### config.mk
export PLATFORM = sky130hd
export DESIGN_NAME = led_scanner_pwm
export DESIGN_NICKNAME = d
export VERILOG_FILES = /design/src/rtl/led_scanner_pwm.sv
export SDC_FILE = /design/constraint.sdc
export NUM_CORES = 1
export LEC_CHECK = 0
export ABC_CLOCK_PERIOD_IN_PS = 2800
export CAP_MARGIN = 20
export CORE_UTILIZATION = 60
export CTS_CLUSTER_DIAMETER = 40
export DETAILED_ROUTE_END_ITERATION = 8
export GPL_TIMING_DRIVEN = 0
export PLACE_DENSITY = 0.84
export SKIP_CTS_REPAIR_TIMING = 1
export SLEW_MARGIN = 40
export SYNTH_ARGS = -nofsm -noshare
export SYNTH_HDL_FRONTEND = slang
export SYNTH_SLANG_ARGS = --single-unit
### constraint.sdc
create_clock -name clk -period 2.8 [get_ports clk]
set_input_delay 0.56 -clock clk [delete_from_list [all_inputs] [get_ports clk]]
set_output_delay 0.56 -clock clk [all_outputs]
set_load 0.1 [all_outputs]
### src/rtl/led_scanner_pwm.sv
// led_scanner_pwm: scanning LED bar with PWM brightness and button-driven step rate.
// Ports: clk; rst (async, active-low); rate_ctrl, brightness_ctrl (raw buttons);
//        mode[1:0] (0 bounce, 1 wrap, 2 fill, 3 hold); leds; position; step_tick.
// Build option: define LED_TRAIL_EN to light the previous head at half duty.
module led_scanner_pwm #(
    parameter int OUT_WIDTH = 8,
    parameter int PWM_BITS  = 3,
    parameter int BASE_DIV  = 4,
    parameter int POS_W     = $clog2(OUT_WIDTH)
) (
    input  logic                 clk,
    input  logic                 rst,
    input  logic                 rate_ctrl,
    input  logic                 brightness_ctrl,
    input  logic [1:0]           mode,
    output logic [OUT_WIDTH-1:0] leds,
    output logic [POS_W-1:0]     position,
    output logic                 step_tick
);
    localparam logic [1:0] M_BOUNCE = 2'd0;
    localparam logic [1:0] M_WRAP   = 2'd1;
    localparam logic [1:0] M_FILL   = 2'd2;
    localparam logic [1:0] M_HOLD   = 2'd3;

    // Slowest rate is BASE_DIV<<3 clocks per step.
    localparam int PRE_W = $clog2(BASE_DIV * 8);

    localparam logic [POS_W-1:0] LAST = POS_W'(OUT_WIDTH - 1);
    localparam logic [POS_W-1:0] NEAR = POS_W'(OUT_WIDTH - 2);

    // [0],[1] synchroniser, [2] edge-detect delay
    logic [2:0]          rate_sh;
    logic [2:0]          bri_sh;
    logic                rate_press;
    logic                bri_press;

    logic [1:0]          rate_sel;
    logic [PWM_BITS-1:0] level;
    logic [PRE_W-1:0]    presc;
    logic [PRE_W-1:0]    limit;
    logic                term;

    logic [POS_W-1:0]    pos;
    logic                dir_up;
    logic                clear_flag;
    logic [1:0]          cur_mode;

    logic [PWM_BITS-1:0] pwm_cnt;
    logic                head_on;
    logic [OUT_WIDTH-1:0] pattern;

    assign rate_press = rate_sh[1] & ~rate_sh[2];
    assign bri_press  = bri_sh[1] & ~bri_sh[2];

    assign limit = PRE_W'((BASE_DIV << rate_sel) - 1);
    assign term  = (presc == limit);

    always_ff @(posedge clk or negedge rst) begin
        if (!rst) begin
            rate_sh   <= '0;
            bri_sh    <= '0;
            rate_sel  <= '0;
            level     <= '1;
            presc     <= '0;
            step_tick <= 1'b0;
            pwm_cnt   <= '0;
        end else begin
            rate_sh   <= {rate_sh[1:0], rate_ctrl};
            bri_sh    <= {bri_sh[1:0], brightness_ctrl};
            step_tick <= term;
            pwm_cnt   <= pwm_cnt + PWM_BITS'(1);
            // A press restarts the count so the new rate starts clean.
            if (rate_press || term)
                presc <= '0;
            else
                presc <= presc + PRE_W'(1);
            if (rate_press)
                rate_sel <= rate_sel + 2'd1;
            if (bri_press)
                level <= level - PWM_BITS'(1);
        end
    end

    // Position advances one clock after the registered tick.
    always_ff @(posedge clk or negedge rst) begin
        if (!rst) begin
            pos        <= '0;
            dir_up     <= 1'b1;
            clear_flag <= 1'b0;
            cur_mode   <= M_BOUNCE;
        end else if (step_tick) begin
            cur_mode <= mode;
            unique case (mode)
                M_BOUNCE: begin
                    clear_flag <= 1'b0;
                    if (dir_up) begin
                        if (pos == LAST) begin
                            dir_up <= 1'b0;
                            pos    <= NEAR;
                        end else begin
                            pos <= pos + POS_W'(1);
                        end
                    end else begin
                        if (pos == '0) begin
                            dir_up <= 1'b1;
                            pos    <= POS_W'(1);
                        end else begin
                            pos <= pos - POS_W'(1);
                        end
                    end
                end
                M_WRAP: begin
                    clear_flag <= 1'b0;
                    dir_up     <= 1'b1;
                    pos        <= (pos == LAST) ? '0 : pos + POS_W'(1);
                end
                M_FILL: begin
                    if (clear_flag) begin
                        pos        <= '0;
                        clear_flag <= 1'b0;
                    end else if (pos == LAST) begin
                        clear_flag <= 1'b1;
                    end else begin
                        pos <= pos + POS_W'(1);
                    end
                end
                M_HOLD: begin
                    clear_flag <= 1'b0;
                end
            endcase
        end
    end

    assign head_on = (pwm_cnt < level);

`ifdef LED_TRAIL_EN
    logic [POS_W-1:0] prev;
    logic             trail_on;

    assign trail_on = (pwm_cnt < (level >> 1));

    always_ff @(posedge clk or negedge rst) begin
        if (!rst)
            prev <= '0;
        else if (step_tick && mode != M_HOLD)
            prev <= pos;
    end
`endif

    always_comb begin
        pattern = '0;
        if (cur_mode == M_FILL) begin
            if (!clear_flag) begin
                for (int i = 0; i < OUT_WIDTH; i++)
                    if (i <= int'(pos))
                        pattern[i] = head_on;
            end
        end else begin
`ifdef LED_TRAIL_EN
            if (cur_mode != M_HOLD && prev != pos)
                pattern[prev] = trail_on;
`endif
            pattern[pos] = head_on;
        end
    end

    always_ff @(posedge clk or negedge rst) begin
        if (!rst)
            leds <= '0;
        else
            leds <= pattern;
    end

    assign position = pos;

endmodule

==> run summary <==
The final reports fail on DRC. The die covers 3340 µm². After the first detailed-routing iteration, the DRC count stood at 52. The most used routing layer in global routing is met2. For the final total power, the log shows 2190 µW. In this run the cell area measured after placement is 2040 µm².

The met3 capacity usage during global routing came out at 0.0603. The floorplan core area was 2850 µm²; the number of synthesized flops with an enable pin was 0. Max-cap violations in this run came to 0. The share of synthesized flip-flops with an asynchronous set or reset was 1.00; the post-detailed-routing wire length was 3.15 mm.

The tools report the final core area utilization as 0.732. The clock-pin slew reported for the worst setup and hold paths after clock tree synthesis is 110 ps, and the worst endpoint data arrival time is 2170 ps. The first global-routing pass estimated 5.54 mm of wire. TritonCTS built the clock tree. For this design the ratio of total power to cell area is 1050 nW/µm². Using the TritonRoute via totals, the vias-per-cell ratio works out to 5.56. The cell type contributing the most total cell area after synthesis was sky130_fd_sc_hd__dfrtp_1. The maximum level of the CTS H-tree was 2. Leaving out fill and tap cells, the most frequent cell in the layout is sky130_fd_sc_hd__dfrtp_1. The worst hold path belongs to the class in -> async. The critical path goes through clkdlybuf4s50_1 > inv_1 > ha_1 > nor3_1 > a21oi_1 > mux2_2.

On the critical path, the stage with the largest delay is an instance of sky130_fd_sc_hd__clkdlybuf4s50_1. Detailed placement finished with a half-perimeter wire length of 2.36 mm. The logs give 2 for the clock tree buffer depth and 15.5 ps for the clock skew. The initial core utilization was 0.654; the total area of multi-input combinational cells was 887 µm². The number of standard-cell rows in the floorplan is 19.

The number of top-level pins was 18; the unique cell type count in the Yosys netlist was 40. The number of global-route vias before repair was 1243. Setup violations remaining at the end of the flow were counted as 0. Sum of negative setup slack: 0 ps. The worst vdd rail ir drop was 549 µV; the die height was 57.8 µm.

Counting the buffers created by CTS gives 5. Entering global routing, the biggest net connects 27 pins. The share of post-route cells with drive strength above 1 works out to 0.245. Relative to the synthesized area, the layout overhead comes to 11.9%.

The met2 capacity usage during global routing came out at 0.364. The final layout net count is 221. The logs give 518 MHz for the maximum clock rate and 196 for the post-synthesis net count.

The tools report the post-synthesis cell area as 1870 µm². The clock reaches the later pin of the worst-skew pair after 330 ps. Setup repair after global routing left no endpoint under its margin. On the worst path, the slowest cell contributes a delay of 580 ps. The iteration count of the initial detailed-routing pass is 7, and the period utilization is 0.690.

The number of pins with negative max-slew slack in the final report came out at 0. Sorting the synthesized cells by area gives the leading types as sky130_fd_sc_hd__dfrtp_1, sky130_fd_sc_hd__ha_1, sky130_fd_sc_hd__dfstp_2. The average routed wire per standard cell is 13.9 µm. Post-route minimum period: 1930 ps.

The chip width is 57.8 µm, and the post-synthesis instance total is 170. The tools report the finished layout cell area as 2090 µm². Worst setup path category: in -> reg. The number of antenna violations at the first check in global routing was 0. The clock drives 35 sinks. The count of input and output buffers works out to 17. Summed over all cells, the static leakage comes to 0.00103 µW.

The proportion of netlist area held by the largest area contributor was 0.416; the antenna diode count was 0. The weighted congestion reported at the end of routability-driven placement is 0.840. The most instantiated flip-flop cell in the synthesis netlist is sky130_fd_sc_hd__dfrtp_1. The logs give 0.679 for the worst max-slew margin expressed relative to the limit and 0 for the Yosys warning count. Across all hold checks on the routed design, the worst slack comes to 81.4 ps.

Detailed routing inserted a total of 1263 vias. The library cells used most frequently in the layout, excluding fill and tap cells, are sky130_fd_sc_hd__dfrtp_1, sky130_fd_sc_hd__ha_1, sky130_fd_sc_hd__buf_2, sky130_fd_sc_hd__inv_1, sky130_fd_sc_hd__a21oi_1. Overall global routing resource usage: 0.224. The worst setup path is launched from an input pin. At the worst endpoint, the required time is 3030 ps. The root buffer cell chosen for the clock tree is sky130_fd_sc_hd__clkbuf_4.

The sequential cells in the finished layout cover a total of 881 µm². The logs give 0.472 for the proportion of synthesized chip area in sequential cells and 0 for the remaining number of nets flagged by the antenna check after routing. Counting the fill cells in the layout gives 216. The largest fanout on the critical path was 6. For this run the aggregate overflow at the end of global routing stands at 0.

At the pin with the least slew margin, the transition time is 485 ps. In the routed design, unresolved DRC markers number 2. The hold violation total from the final report is 0. The synthesis-stage register bit count was 35. The worst setup path is captured at a flip-flop. The routing usage on met1 was 0.293.

The flow ran to the end, but the final reports show violations. The average size of a mapped cell works out to 11.0 µm².
## kinds of logic (layout without fill, tap and decap cells)
| group | after synthesis | after routing | synth area share |
|---|---|---|---|
| flops | 35 | 35 | 0.472 |
| fa+ha+maj | 20 | 20 | 0.134 |
| simple gates | 46 | 46 | 0.133 |
| compound gates | 32 | 32 | 0.125 |
| mux | 7 | 7 | 0.0409 |
| buf+inv | 21 | 47 | 0.0523 |
| xor+xnor | 9 | 9 | 0.0423 |
## synthesized netlist by cell type (all sizes together), types with 2 or more instances
cell type  number
nor3            6
dfrtp          31
xnor2           6
mux2i           2
a211oi          2
o21ai           7
dfstp           4
nor3b           2
nand3b          2
xor2            3
nor2           12
nand3           3
nand2b          4
ha             20
buf             5
nand2           8
mux2            5
a31oi           3
a21o            2
a21oi           9
inv            15
nor2b           6
o31ai           2
a31o            2
## where the power goes
group          total [µW]  switching, µW  internal, µW
clock                 258            160          97.9
sequential            760           94.8           665
combinational        1170            794           377
total                2190           1050          1140
## flip-flops by register name (all words and copies together) (netlist names), 3 cells and up
signal	flops
rate_sh	3
bri_sh	3
level	3
pwm_cnt	3
leds	8
position	3
presc	5
## through the flow
stage               setup slack (ps)  std cells
CTS                              898        227
detailed placement               527        219
floorplan                        474        170
global route                     791        227
finish                           868        227
global placement                 497        218
## routing by layer
layer,share of wire,wire length (µm),vias to the layer above
met3,0.048,151,7
met1,0.46,1450,601
met2,0.48,1510,30
met5,0,0,-
li1,-,-,625
met4,0.012,38,0
## path summary, 6_finish.rpt
| kind | start | end | slack (ps) | cells after the start |
|---|---|---|---|---|
| max | mode[1] | position[0]$_DFFE_PN0P_ | 870 | 6 |
| min | rst | leds[1]$_DFF_PN0_ | 80 | 1 |
| max reg2reg | position[1]$_DFFE_PN0P_ | position[2]$_DFFE_PN0P_ | 910 | 7 |
| min reg2reg | rate_sh[0]$_DFF_PN0_ | rate_sh[1]$_DFF_PN0_ | 360 | 0 |
| max in group asynchronous | rst | dir_up$_DFFE_PN1P_ | 2220 | 2 |
| min in group clk | rate_sh[0]$_DFF_PN0_ | rate_sh[1]$_DFF_PN0_ | 360 | 0 |
## critical path, delay by kind of cell
kind / cells / cell delay (ps)
AO/OA/AOI/OAI: 1 / 60
AND/OR/NAND/NOR: 1 / 230
buffers and inverters: 2 / 690
multiplexers: 1 / 260
adder cells (fa/ha/maj): 1 / 370
## final cells by class
| cell class | instances | area share |
|---|---|---|
| multi-input combinational | 114 | 0.425 |
| inverter | 15 | 0.0270 |
| clock buffer | 7 | 0.0216 |
| buffer | 6 | 0.0198 |
| tap | 31 | 0.0186 |
| sequential | 35 | 0.422 |
| clock inverter | 1 | 0.00240 |
| timing repair buffer | 18 | 0.0635 |
Note: power is estimated with default switching activity, not from simulation.
